File: config.mk
export PLATFORM = sky130hd
export DESIGN_NAME = csi_rx_packet_handler_mvc
export DESIGN_NICKNAME = d
export VERILOG_FILES = /design/src/rtl/csi_rx_packet_handler_mvc.sv
export SDC_FILE = /design/constraint.sdc
export NUM_CORES = 1
export LEC_CHECK = 0
export ABC_AREA = 0
export ABC_CLOCK_PERIOD_IN_PS = 3600
export CAP_MARGIN = 20
export CORE_MARGIN = 5
export CORE_UTILIZATION = 30
export DETAILED_ROUTE_END_ITERATION = 10
export DONT_BUFFER_PORTS = 1
export GPL_ROUTABILITY_DRIVEN = 1
export SLEW_MARGIN = 5
export SYNTH_ARGS = -nofsm -noshare
export SYNTH_HDL_FRONTEND = slang
export SYNTH_SLANG_ARGS = --single-unit
File: constraint.sdc
create_clock -name clock_i -period 3.6 [get_ports clock_i]
set_input_delay 0.72 -clock clock_i [delete_from_list [all_inputs] [get_ports clock_i]]
set_output_delay 0.72 -clock clock_i [all_outputs]
set_load 0.01 [all_outputs]
File: src/rtl/csi_rx_packet_handler_mvc.sv
// CSI-2 packet layer: header ECC check, per-VC frame/line tracking and long-packet payload
// forwarding with byte-valid qualifiers, plus sync_wait / packet_done handshakes for the lane front end.
module csi_rx_packet_handler_mvc #(
  parameter int          NUM_VC    = 4,
  parameter logic [5:0]  FS_DT     = 6'h00,
  parameter logic [5:0]  FE_DT     = 6'h01,
  parameter logic [5:0]  LS_DT     = 6'h02,
  parameter logic [5:0]  LE_DT     = 6'h03,
  parameter logic [63:0] DT_ACCEPT = 64'h0000_1C00_0000_0000,
  parameter bit          ECC_CHECK = 1'b1,
  parameter int          MAX_LEN   = 8192
) (
  input  logic              clock_i,
  input  logic              areset_n_i,
  input  logic [31:0]       data_i,
  input  logic              data_enable_i,
  input  logic              data_frame_i,
  input  logic              lp_detect_i,
  output logic              sync_wait_o,
  output logic              packet_done_o,
  output logic [31:0]       payload_o,
  output logic [3:0]        payload_valid_o,
  output logic              payload_enable_o,
  output logic [1:0]        payload_vc_o,
  output logic [5:0]        payload_dt_o,
  output logic              payload_last_o,
  output logic              frame_start_o,
  output logic              frame_end_o,
  output logic [NUM_VC-1:0] in_frame_o,
  output logic              in_line_o,
  output logic [15:0]       line_num_o,
  output logic [15:0]       frame_num_o,
  output logic [7:0]        ecc_err_cnt_o,
  output logic [7:0]        timeout_cnt_o
);

  localparam int WORD_LIMIT = MAX_LEN / 4;

  typedef enum logic [1:0] {S_SYNC, S_PAYLOAD, S_SKIP, S_DONE} state_t;

  state_t      state_q;
  logic        sync_wait_q, packet_done_q, payload_enable_q, payload_last_q;
  logic        frame_start_q, frame_end_q, in_line_q;
  logic [31:0] payload_q;
  logic [3:0]  payload_valid_q;
  logic [1:0]  payload_vc_q;
  logic [5:0]  payload_dt_q;
  logic [3:0]  in_frame_q;
  logic [15:0] line_q [4];
  logic [15:0] frame_num_q, rem_q, wcnt_q;
  logic [7:0]  ecc_err_q, timeout_q;

  logic [23:0] d;
  logic [5:0]  ecc_calc, hdr_dt;
  logic [1:0]  hdr_vc;
  logic [15:0] hdr_wc, rem_d;
  logic        hdr_ecc_ok, hdr_vc_ok, hdr_is_sync;
  logic        word_valid, is_last, timed_out, accept_word, abort_now;
  logic [3:0]  last_valid;

  assign d      = data_i[23:0];
  assign hdr_vc = data_i[7:6];
  assign hdr_dt = data_i[5:0];
  assign hdr_wc = data_i[23:8];

  // CSI-2 24-bit Hamming parity; P7:P6 must be zero and no correction is attempted.
  assign ecc_calc[0] = d[0]^d[1]^d[2]^d[4]^d[5]^d[7]^d[10]^d[11]^d[13]^d[16]^d[20]^d[21]^d[22]^d[23];
  assign ecc_calc[1] = d[0]^d[1]^d[3]^d[4]^d[6]^d[8]^d[10]^d[12]^d[14]^d[17]^d[20]^d[21]^d[22]^d[23];
  assign ecc_calc[2] = d[0]^d[2]^d[3]^d[5]^d[6]^d[9]^d[11]^d[12]^d[15]^d[18]^d[20]^d[21]^d[22];
  assign ecc_calc[3] = d[1]^d[2]^d[3]^d[7]^d[8]^d[9]^d[13]^d[14]^d[15]^d[19]^d[20]^d[21]^d[23];
  assign ecc_calc[4] = d[4]^d[5]^d[6]^d[7]^d[8]^d[9]^d[16]^d[17]^d[18]^d[19]^d[20]^d[22]^d[23];
  assign ecc_calc[5] = d[10]^d[11]^d[12]^d[13]^d[14]^d[15]^d[16]^d[17]^d[18]^d[19]^d[21]^d[22]^d[23];

  assign hdr_ecc_ok  = (ECC_CHECK == 1'b0) || (data_i[31:24] == {2'b00, ecc_calc});
  assign hdr_vc_ok   = (int'(hdr_vc) < NUM_VC);
  assign hdr_is_sync = (hdr_dt == FS_DT) || (hdr_dt == FE_DT) || (hdr_dt == LS_DT) || (hdr_dt == LE_DT);

  assign word_valid = data_enable_i && data_frame_i;
  assign is_last    = (rem_q <= 16'd4);
  assign timed_out  = (int'(wcnt_q) >= WORD_LIMIT);
  assign rem_d      = is_last ? 16'd0 : (rem_q - 16'd4);

  always_comb begin
    last_valid = 4'b1111;
    case (rem_q)
      16'd1:   last_valid = 4'b0001;
      16'd2:   last_valid = 4'b0011;
      16'd3:   last_valid = 4'b0111;
      default: last_valid = 4'b1111;
    endcase
  end

  // A final word beats a coincident lp_detect; any other lp_detect, frame drop or overlong packet aborts.
  assign accept_word = word_valid && !timed_out && (is_last || !lp_detect_i);
  assign abort_now   = !accept_word && (lp_detect_i || (data_enable_i && (!data_frame_i || timed_out)));

  always_ff @(posedge clock_i or negedge areset_n_i) begin
    if (!areset_n_i) begin
      state_q          <= S_SYNC;
      sync_wait_q      <= 1'b1;
      packet_done_q    <= 1'b0;
      payload_enable_q <= 1'b0;
      payload_last_q   <= 1'b0;
      frame_start_q    <= 1'b0;
      frame_end_q      <= 1'b0;
      in_line_q        <= 1'b0;
      payload_q        <= '0;
      payload_valid_q  <= '0;
      payload_vc_q     <= '0;
      payload_dt_q     <= '0;
      in_frame_q       <= '0;
      frame_num_q      <= '0;
      rem_q            <= '0;
      wcnt_q           <= '0;
      ecc_err_q        <= '0;
      timeout_q        <= '0;
      for (int i = 0; i < 4; i++) line_q[i] <= '0;
    end else begin
      packet_done_q    <= 1'b0;
      payload_enable_q <= 1'b0;
      payload_last_q   <= 1'b0;
      payload_valid_q  <= 4'b0000;
      frame_start_q    <= 1'b0;
      frame_end_q      <= 1'b0;
      case (state_q)
        S_SYNC: begin
          if (word_valid) begin
            sync_wait_q <= 1'b0;
            if (!hdr_ecc_ok) begin
              ecc_err_q     <= (ecc_err_q == 8'hFF) ? ecc_err_q : ecc_err_q + 8'd1;
              state_q       <= S_DONE;
              packet_done_q <= 1'b1;
            end else if (hdr_dt < 6'h10) begin
              state_q       <= S_DONE;
              packet_done_q <= 1'b1;
              if (hdr_vc_ok && hdr_is_sync) payload_vc_q <= hdr_vc;
              if (hdr_vc_ok && hdr_dt == FS_DT) begin
                in_frame_q[hdr_vc] <= 1'b1;
                line_q[hdr_vc]     <= '0;
                frame_num_q        <= hdr_wc;
                frame_start_q      <= 1'b1;
              end
              if (hdr_vc_ok && hdr_dt == FE_DT) begin
                in_frame_q[hdr_vc] <= 1'b0;
                frame_end_q        <= 1'b1;
              end
            end else begin
              rem_q  <= hdr_wc;
              wcnt_q <= '0;
              if (hdr_wc == 16'd0) begin
                state_q       <= S_DONE;
                packet_done_q <= 1'b1;
              end else if (DT_ACCEPT[hdr_dt] && hdr_vc_ok) begin
                payload_vc_q <= hdr_vc;
                payload_dt_q <= hdr_dt;
                in_line_q    <= 1'b1;
                state_q      <= S_PAYLOAD;
              end else begin
                state_q <= S_SKIP;
              end
            end
          end
        end
        S_PAYLOAD, S_SKIP: begin
          if (accept_word) begin
            wcnt_q <= wcnt_q + 16'd1;
            rem_q  <= rem_d;
            if (state_q == S_PAYLOAD) begin
              payload_q        <= data_i;
              payload_enable_q <= 1'b1;
              payload_valid_q  <= is_last ? last_valid : 4'b1111;
              payload_last_q   <= is_last;
            end
            if (is_last) begin
              state_q       <= S_DONE;
              packet_done_q <= 1'b1;
              if (state_q == S_PAYLOAD) begin
                in_line_q            <= 1'b0;
                line_q[payload_vc_q] <= line_q[payload_vc_q] + 16'd1;
              end
            end
          end else if (abort_now) begin
            timeout_q     <= (timeout_q == 8'hFF) ? timeout_q : timeout_q + 8'd1;
            in_line_q     <= 1'b0;
            state_q       <= S_DONE;
            packet_done_q <= 1'b1;
          end
        end
        S_DONE: begin
          state_q     <= S_SYNC;
          sync_wait_q <= 1'b1;
        end
        default: state_q <= S_SYNC;
      endcase
    end
  end

  assign sync_wait_o      = sync_wait_q;
  assign packet_done_o    = packet_done_q;
  assign payload_o        = payload_q;
  assign payload_valid_o  = payload_valid_q;
  assign payload_enable_o = payload_enable_q;
  assign payload_vc_o     = payload_vc_q;
  assign payload_dt_o     = payload_dt_q;
  assign payload_last_o   = payload_last_q;
  assign frame_start_o    = frame_start_q;
  assign frame_end_o      = frame_end_q;
  assign in_frame_o       = in_frame_q[NUM_VC-1:0];
  assign in_line_o        = in_line_q;
  assign line_num_o       = line_q[payload_vc_q];
  assign frame_num_o      = frame_num_q;
  assign ecc_err_cnt_o    = ecc_err_q;
  assign timeout_cnt_o    = timeout_q;

endmodule

; After elaboration in Yosys (flattened, before gate mapping)
; Memory sizes are Yosys's and may differ from the RTL's.
; Index checks and enable logic that the tools add are counted.
[totals]
romBits = 64
ramBits = 0
elab_cells = 278
latchBits = 0
register_bits = 185
memories = 1
out_inout_bits = 103
[mem_list]
columns = name, depth, width, read_ports, rd_clocked_by_memory_dff, wr, line
row1 = (no name shown), 64, 1, 1, 0, 0, 153  ; end else if (DT_ACCEPT[hdr_dt] && hdr_vc_ok) begin
[op_classes]
mux = 90
div = 0
n_mul = 0
magnitude_cmp = 10
reduce_logical = 37
bitwise = 86
eq_ne = 27
addsub = 5
n_shift = 0
[ops]
columns = op, count
row1 = $mux W64, 7
row2 = $mux W16, 13
row3 = $pmux W64 S2, 1
row4 = $xor A1 B1 Y1, 73
row5 = $and A64 B64 Y64, 1
row6 = $bwmux W64, 1
row7 = $demux W16 S2, 2
row8 = $not A64 Y64, 1
row9 = $pmux W16 S2, 2
row10 = $mux W4, 10
row11 = $mux W1, 35
row12 = $add A16 B1 Y16 const B, 2
row13 = $bmux W16 S2, 1
row14 = $eq A16 B2 Y1 const B, 2
row15 = $mux W2, 12
row16 = $ne A2 B2 Y1 const B, 12
row17 = $add A8 B1 Y8 const B, 2
row18 = $eq A16 B1 Y1 const B, 1
row19 = $eq A8 B8 Y1 const B, 2
row20 = $ge A16 B12 Y1 const B, 1
row21 = $le A16 B3 Y1 const B, 1
row22 = $logic_not A16 Y1, 1
row23 = $sub A16 B3 Y16 const B, 1
row24 = $eq A6 B2 Y1 const B, 2
row25 = other kinds (34), 69

; Longest topological paths before layout
; Gate-level depths: netlist of run 1.
[logic_depth]
word_depth = 19
mapped_depth = 12

; Least setup slack after synthesis of run 1
; Ideal clock, no wire load.
[synth_timing]
kind = input to register
from = input data_i[0]
to = register wcnt_q[10]
setup_ns = 0.136
n_path_buf = 2
arrival_time_ns = 3.482
path_stages = 12
path_slack_ns = -0.018
required_ns = 3.464
cell_sequence = inv_1 ha_1 xnor3_1 xnor2_2 xnor3_1 o2111ai_1 a2111o_1 a21o_1 clkbuf_1 clkbuf_1 o21ai_0 a21oi_1
[synth_between]
elab_chain_len = 16
[synth_lines]
columns = element, line
row1 = "start, declared", 15  ; input logic [31:0] data_i,
row2 = $xor A1 B1 Y1, "67, 68"
row3 = $xor A1 B1 Y1 (on tied branches) (12 in a row), "67, 68"
row4 = $eq A8 B6 Y1, 74  ; assign hdr_ecc_ok = (ECC_CHECK == 1'b0) || (data_i[31:24] == {2'b00, ecc_calc});
row5 = $ne A2 B2 Y1 (no source line), --
row6 = $reduce_and A5 Y1 (no source line) (*), --
row7 = "end signal, assigned", 166  ; wcnt_q <= wcnt_q + 16'd1;
row8 = "end, declared", 50  ; logic [15:0] frame_num_q, rem_q, wcnt_q;
; Mark *: on every way between the ends. The rest lies on a longest branch, timed or not.
; A chain may end at the register's enable or synchronous reset.

; Worst setup path in the final report of run 1
[layout_timing]
from = register rem_q[6]
to = register line_q[47] (netlist name)
[layout_between]
elab_chain_len = 5
[layout_lines]
columns = element, line
row1 = "start, declared", 50
row2 = "start signal, assigned", 148  ; rem_q <= hdr_wc;
row3 = "start signal, assigned", 167  ; rem_q <= rem_d;
row4 = $le A16 B3 Y1 (*), 79  ; assign is_last = (rem_q <= 16'd4);
row5 = $logic_or A1 B1 Y1, 94  ; assign accept_word = word_valid && !timed_out && (is_last || !lp_detect_i);
row6 = $logic_and A1 B1 Y1, 94
row7 = $ne A2 B2 Y1 (no source line), --
row8 = $reduce_and A8 Y1 (no source line) (*), --
row9 = "end signal, assigned by index", 179  ; line_q[payload_vc_q] <= line_q[payload_vc_q] + 16'd1;
row10 = "end, declared", 49  ; logic [15:0] line_q [4];
; Marked as above.

==> results of run 1 <==
## what timing repair did
| item | 4_1_cts | 5_1_grt |
|---|---|---|
| setup endpoints to repair | 0 | 7 |
| gates resized for setup | 0 | 2 |
| hold endpoints to repair | 183 | 183 |
| setup buffers | 0 | 0 |
## sequential cells by signal (all words and copies together) (netlist names)
register and cells:
sync_wait_o 1, payload_last_o 1, state_q 2, wcnt_q 16, rem_q 16, payload_o 32, payload_valid_o 3, frame_start_o 1
packet_done_o 1, frame_end_o 1, in_line_o 1, frame_num_o 16, payload_dt_o 6, line_q 64, payload_vc_o 2, timeout_cnt_o 8
in_frame_o 4, ecc_err_cnt_o 8, payload_enable_o 1
## synth_stat cells, types with 3 or more instances
cell        n  area, µm²
dfrtp_1   183       4579
mux4_2     16      360.4
buf_2      14      70.07
nand2_1   209      784.5
nand3_1    22      110.1
or3_1       6      37.54
clkbuf_1   35      131.4
and2_1      8      50.05
clkinv_1    3      11.26
inv_1      26      97.59
xor2_1     18      157.7
a41oi_1     6      52.55
o21ai_0    57      285.3
a21oi_1    29      145.1
a31oi_1     9      56.30
o31ai_1     7      52.55
nor2b_1     3      18.77
and3_1     19      118.9
o21ai_1    10      50.05
a22o_1     30      262.8
o211ai_1    4      30.03
nor4_1      8      50.05
mux2_2      8      90.09
nor3_1     17      85.08
a211oi_1    3      22.52
or4_1       7      52.55
xnor3_1    11      247.7
nand4_1     8      50.05
ha_1       20      250.2
a21o_1      4      30.03
nor2_1     28      105.1
nand3b_1    4      30.03
xnor2_1    54      473.0
or2_2       4      25.02
## per-stage QoR
stage	total power, mW	area, µm²
floorplan	4.492	9434
global placement	5.358	10170
detailed placement	5.408	10170
CTS	7.418	10790
global route	7.869	10790
finish	7.383	10790
## worst paths after layout
kind	slack, ns	cells past startpoint	end
worst max-delay path	0.24	9	line_q[47]$_DFFE_PN0P_
worst min-delay path	-0.02	0	line_q[20]$_DFFE_PN0P_
worst max register to register	0.24	9	line_q[47]$_DFFE_PN0P_
worst min register to register	0.48	2	line_q[10]$_DFFE_PN0P_
max in group asynchronous	3.35	0	sync_wait_o$_DFFE_PN1P_
min in group clock_i	0.37	1	in_frame_o[3]$_DFFE_PN0P_
## worst reg2reg max path: stages (launching register included)
cell	delay, ns
dfrtp_1	0.41
or4_1	0.60
nor4_1	0.47
nand2_1	0.23
o21a_1	0.30
nor3_2	0.17
buf_4	0.16
o21ai_2	0.08
or4b_4	0.64
o21ai_0	0.22
## cells by family after synthesis
logic type / after synthesis / synth area share
simple gates: 356 / 0.1736
mux: 25 / 0.04881
fa+ha+maj: 20 / 0.02653
compound gates: 182 / 0.1288
flops: 184 / 0.4882
buf+inv: 82 / 0.03501
xor+xnor: 86 / 0.09907
## area by class of cell
cell class	count	area [µm²]
inverter	29	108.9
tap	402	503.0
fill	3132	20520
sequential	184	4606
clock inverter	14	186.4
timing repair buffer	53	447.9
multi-input combinational	669	4513
clock buffer	18	429.2
## per-layer routing
metal  GRT usage  share of wire  vias to the layer above
li1            -              -                     3303
met1      0.2056           0.44                     3548
met2      0.2524           0.48                      192
met3     0.04629          0.071                       21
met4     0.03925          0.011                        0
met5           0              0                        -
## power by group through the flow
stage                     Combinational (mW)  Sequential [mW]  Clock [mW]
after floorplan                         1.68             2.82           0
after global placement                  2.43             2.93           0
after detailed placement                2.48             2.93           0
after CTS                               2.48             2.90        2.04
after global routing                    2.77             2.94        2.15
final                                   2.50             2.89        2.00
==> reports/results.tsv, run 1 <==
stage	metric	value	unit
power_and_ir_drop	p_per_area	684.0	nW/µm²
critical_path	critPathKind	reg2reg	
power_and_ir_drop	power_leakage	4.871	nW
global_routing	grt_max_degree	185	
place	dp_hpwl	19220	µm
timing	post-route-period-util	0.9320	
clock_tree	cts_tree	yes	
place	post-place-ws	-0.1756	ns
timing	max_freq	298.0	MHz
power_and_ir_drop	seq_power_share	0.392	
synth	synth.distinct_cells	70	
synth	yosysWarnings	0	
finish	fin_nets	1011	
timing	final_hold_viol_count	46	
critical_path	critPathMaxStageDelay	0.63	ns
drt	routed_wl	26900	µm
power_and_ir_drop	p_int	4.584	mW
finish	layout.cells.non_filler	1369	
global_routing	antenna_found_initial	0	
status	outcome	finished, violations left	
synth	synth-seq-area-share	0.4882	
die	coreArea	31310	µm²
timing	worst_slew_margin_rel	0.5287	
critical_path	worst_path_max_delay_cell	or4b_4	
run	drv_cap	0	
global_routing	grtUsageTotal	0.1558	
synth	syn_inst	935	
critical_path	crit_fanout	15	
synth	ys_ff_latch	184	
clock_tree	insertion_delay	0.45	ns
die	boundaryPins	140	
synth	async_reset_ff_frac	1.000	
timing	hold_slack	-0.01723	ns
die	rows	65	
critical_path	required	3.95	ns
finish	final_cell_mix	nand2_1, dfrtp_1, o21ai_0	
worst_hold_path	hold_class	in2async	
synth	synthesis.area	9434	µm²
global_routing	overflow	0	
critical_path	critPathCaptureType	flop	
die	dieArea	35090	µm²
power_and_ir_drop	switchingPower	2.799	mW
drt	drtIter0Drc	527	
drt	via_per_inst	5.160	
place	io_buffers	0	
finish	drive_above_1_share	0.1324	
clock_tree	clock-root-buffer	clkbuf_16	
power_and_ir_drop	switching_share	0.3791	
timing	worst_slack	0.2447	ns
die	die_w	187.3	µm
place	dpl.cell_count	1337	
critical_path	path_buf_inv	1	
finish	fin_util	0.3447	
power_and_ir_drop	p_comb_frac	0.338	
timing	finalSetupTns	0	ns
finish	syn_to_final_growth	14.42	%
clock_tree	clk_pin_slew	0.07	ns
clock_tree	cts_buffers	17	
die	die_y	187.3	µm
critical_path	cp_cell_sequence	or4_1, nor4_1, nand2_1, o21a_1, nor3_2, buf_4, o21ai_2, or4b_4, o21ai_0	
global_routing	grt_pass1_vias	7099	
critical_path	startpoint	rem_q[6]$_DFFE_PN0P_	
drt	wire_per_inst	19.65	µm
critical_path	cp-start-kind	flop	
power_and_ir_drop	clock_power_share	0.270	
timing	fin_crit	3.355	ns
synth	syn_nets	992	
finish	final_common_cell	nand2_1	
drt	drt_first_pass_iters	5	
finish	insertedDiodeCount	0	
power_and_ir_drop	vdd_ir_drop_max	0.0004161	V
timing	rsz0062_at_grt	no	
synth	avgSynthCellArea	10.09	µm²
status	violations	hold timing	
clock_tree	cts_buffer_depth	2	
drt	drcViolationCount	0	
clock_tree	htree_levels	4	
timing	setup_viol	0	
timing	worstMarginPinSlew	0.7015	ns
global_routing	grt_pass1_wl	42820	µm
timing	slew_viol_final	0	
die	start_util	0.3013	
critical_path	critical_path_arrival	3.71	ns
place	gp_congestion	0.9008	
synth	ys.flop_type	dfrtp_1	
drt	postRouteAntennaNets	0	
timing	fin_skew	0.01503	ns
clock_tree	cts.sink_count	184	
drt	vias	7064	
critical_path	critical_path.top_delay_family	simple AND/OR/NAND/NOR gates	
synth	synth_edf_count	0	
critical_path	reg2reg_from	rem_q[6]$_DFFE_PN0P_	
Note: power is estimated with default switching activity, not from simulation.
==> inputs of run 2 (changes only) <==
--- a/config.mk
+++ b/config.mk
@@ -7,12 +7,13 @@
 export LEC_CHECK = 0
 export ABC_AREA = 0
 export ABC_CLOCK_PERIOD_IN_PS = 3600
-export CAP_MARGIN = 20
+export CAP_MARGIN = 10
 export CORE_MARGIN = 5
 export CORE_UTILIZATION = 30
 export DETAILED_ROUTE_END_ITERATION = 10
 export DONT_BUFFER_PORTS = 1
 export GPL_ROUTABILITY_DRIVEN = 1
+export RECOVER_POWER = 100
 export SLEW_MARGIN = 5
 export SYNTH_ARGS = -nofsm -noshare
 export SYNTH_HDL_FRONTEND = slang
==> run 2 against run 1 <==
  * The run still ends with hold timing left
  * Via count decreased by 0.35%
  * Design area is 0.92% lower
  * Register-to-register slack worse by 0.03 ns
  * Clock-buffer cell count unchanged
  * Maximum frequency down 1.6%
  * Clock power hardly changed
  * Sequential power is essentially flat
  * Utilization fell by 0.32 points
  * Worst hold slack improved by 0.0013 ns
  * Global-route usage is the same
  * Critical endpoint is now wcnt_q[13]$_DFFE_PN0P_
  * Largest cell class unchanged
==> reports/results.tsv, run 2 (synthesis results as in run 1) <==
stage	metric	value	unit	change
status	outcome	finished, violations left		
status	violations	hold timing		
critical_path	critical_path.top_delay_family	simple AND/OR/NAND/NOR gates		
global_routing	overflow	0		unchanged
drt	postRouteAntennaNets	0		unchanged
power_and_ir_drop	switchingPower	2.781	mW	-0.62%
finish	insertedDiodeCount	0		unchanged
critical_path	critPathKind	in2reg		
critical_path	crit_fanout	14		-1
critical_path	worst_path_max_delay_cell	or4_1		
power_and_ir_drop	vdd_ir_drop_max	0.0004122	V	-0.92%
critical_path	path_buf_inv	1		unchanged
die	die_y	187.3	µm	unchanged
timing	setup_viol	0		unchanged
drt	routed-wl-met3	1741	µm	-8.8%
timing	fin_crit	3.410	ns	+0.05456 ns
power_and_ir_drop	seq_power_share	0.397		+0.005
clock_tree	cts_buffers	17		unchanged
power_and_ir_drop	switching_share	0.3820		+0.002909
clock_tree	cts_tree	yes		
critical_path	critPathMaxStageDelay	0.56	ns	-0.07 ns
critical_path	critical_path_arrival	3.78	ns	+0.07 ns
die	boundaryPins	140		unchanged
global_routing	grt_pass1_vias	7099		unchanged
critical_path	rrSetupSlack	0.21	ns	-0.03 ns
critical_path	required	3.97	ns	+0.02 ns
clock_tree	insertion_delay	0.44	ns	about the same
global_routing	grt_pass1_wl	42820	µm	unchanged
clock_tree	post_cts_buffers	0		unchanged
drt	top_layer_used	met4		
critical_path	cp-start-kind	primary input		
global_routing	antenna_found_initial	0		unchanged
die	die_w	187.3	µm	unchanged
clock_tree	clock-root-buffer	clkbuf_16		
finish	drive_above_1_share	0.1107		-0.02172
drt	drtIter0Drc	537		+1.9%
timing	slew_viol_final	0		unchanged
timing	hold_slack	-0.01592	ns	+0.001309 ns
finish	final_common_cell	nand2_1		
drt	vias	7039		-0.35%
finish	fin_util	0.3416		-0.003157
drt	wire_per_inst	19.67	µm	+0.11%
timing	final_hold_viol_count	46		unchanged
timing	post-route-period-util	0.9472		+0.01515
power_and_ir_drop	p_int	4.500	mW	-1.8%
finish	fin_nets	1011		unchanged
clock_tree	cts_buffer_depth	2		unchanged
finish	syn_to_final_growth	13.37	%	
clock_tree	cts.sink_count	184		unchanged
critical_path	cpMostUsedCell	xnor2_1		
drt	routed_wl	26930	µm	+0.11%
finish	regMostFlops	line_q		
drt	drt-met1-wl	11900	µm	+1.4%
timing	rsz0062_at_grt	no		
power_and_ir_drop	clock_power_share	0.274		+0.004
power_and_ir_drop	power_leakage	4.800	nW	-1.4%
worst_hold_path	hold_class	in2async		
drt	met2_length	12990	µm	+0.19%
clock_tree	htree_levels	4		unchanged
power_and_ir_drop	p_per_area	680.8	nW/µm²	-0.47%
place	gp_congestion	0.9008		unchanged
power_and_ir_drop	p_comb_frac	0.329		-0.009
finish	largest_reg_flops	64		unchanged
timing	max_freq	293.3	MHz	-1.6%
die	start_util	0.3013		unchanged
global_routing	grtUsageTotal	0.1558		unchanged
timing	worstMarginPinSlew	0.8373	ns	+0.1357 ns
critical_path	cp_cell_sequence	inv_1, ha_1, xnor3_1, xnor2_1, xnor2_1, or3_1, a2111o_1, a21o_1, or4_1, a21oi_1		
timing	fin_skew	0.01457	ns	-0.0004612 ns
place	io_buffers	0		unchanged
die	rows	65		unchanged
die	dieArea	35090	µm²	unchanged
die	coreArea	31310	µm²	unchanged
timing	worst_slew_margin_rel	0.4418		-0.08690
global_routing	grt_max_degree	185		unchanged
clock_tree	clk_pin_slew	0.07	ns	about the same
drt	via_per_inst	5.142		-0.35%
power_and_ir_drop	finalPower	7.281	mW	-1.4%
drt	drt_first_pass_iters	5		unchanged
critical_path	critPathCaptureType	flop		
finish	final_cell_mix	nand2_1, dfrtp_1, o21ai_0		
place	dp_hpwl	19220	µm	unchanged
drt	drcViolationCount	0		unchanged
run	drv_cap	0		unchanged
## run 2: power by group through the flow
| stage | Combinational [mW] | Sequential [mW] | Clock, mW |
|---|---|---|---|
| after global routing | 2.68 | 2.94 | 2.15 |
| after global placement | 2.43 | 2.93 | 0 |
| after floorplan | 1.68 | 2.82 | 0 |
| after detailed placement | 2.48 | 2.93 | 0 |
| after CTS | 2.48 | 2.90 | 2.04 |
| final | 2.40 | 2.89 | 1.99 |
## run 2: final timing paths
| path | start | cells after the start | to |
|---|---|---|---|
| min in group clock_i | data_i[7] | 1 | in_frame_o[3]$_DFFE_PN0P_ |
| setup reg to reg | rem_q[6]$_DFFE_PN0P_ | 11 | line_q[57]$_DFFE_PN0P_ |
| setup / recovery | data_i[0] | 10 | wcnt_q[13]$_DFFE_PN0P_ |
| max in group asynchronous | areset_n_i | 0 | sync_wait_o$_DFFE_PN1P_ |
| hold / removal | areset_n_i | 0 | line_q[20]$_DFFE_PN0P_ |
| hold reg to reg | line_q[10]$_DFFE_PN0P_ | 2 | line_q[10]$_DFFE_PN0P_ |
## run 2: final cells by class
cell class	count	area, µm²
Timing Repair Buffer	53	372.9
Tap cell	402	503.0
Clock inverter	14	186.4
Sequential cell	184	4606
Multi-Input combinational cell	669	4489
Clock buffer	18	429.2
Inverter	29	108.9
Fill cell	3143	20620
## run 2: what timing repair did
action,CTS,global route
setup endpoints to repair,0,7
resized for setup,0,2
endpoints found under the hold margin,183,183
## run 2: metrics by stage
stage | setup TNS [ns] | instances | instance area [µm²] | setup WS (ns) | hold slack (ns)
floorplan | 0 | 935 | 9434 | 0.02132 | 0.4244
global placement | -0.8369 | 1337 | 10170 | -0.1003 | 0.4363
detailed placement | -3.907 | 1337 | 10170 | -0.1756 | 0.4367
CTS | 0 | 1369 | 10790 | 0.1039 | -0.04341
global route | 0 | 1369 | 10700 | 0.03780 | -0.05107
finish | 0 | 1369 | 10700 | 0.1901 | -0.01592
## run 2: per-layer routing
metal / global-route usage / vias to the layer above
li1: - / 3303
met1: 0.2056 / 3541
met2: 0.2524 / 174
met3: 0.04629 / 21
met4: 0.03925 / 0
met5: 0 / -
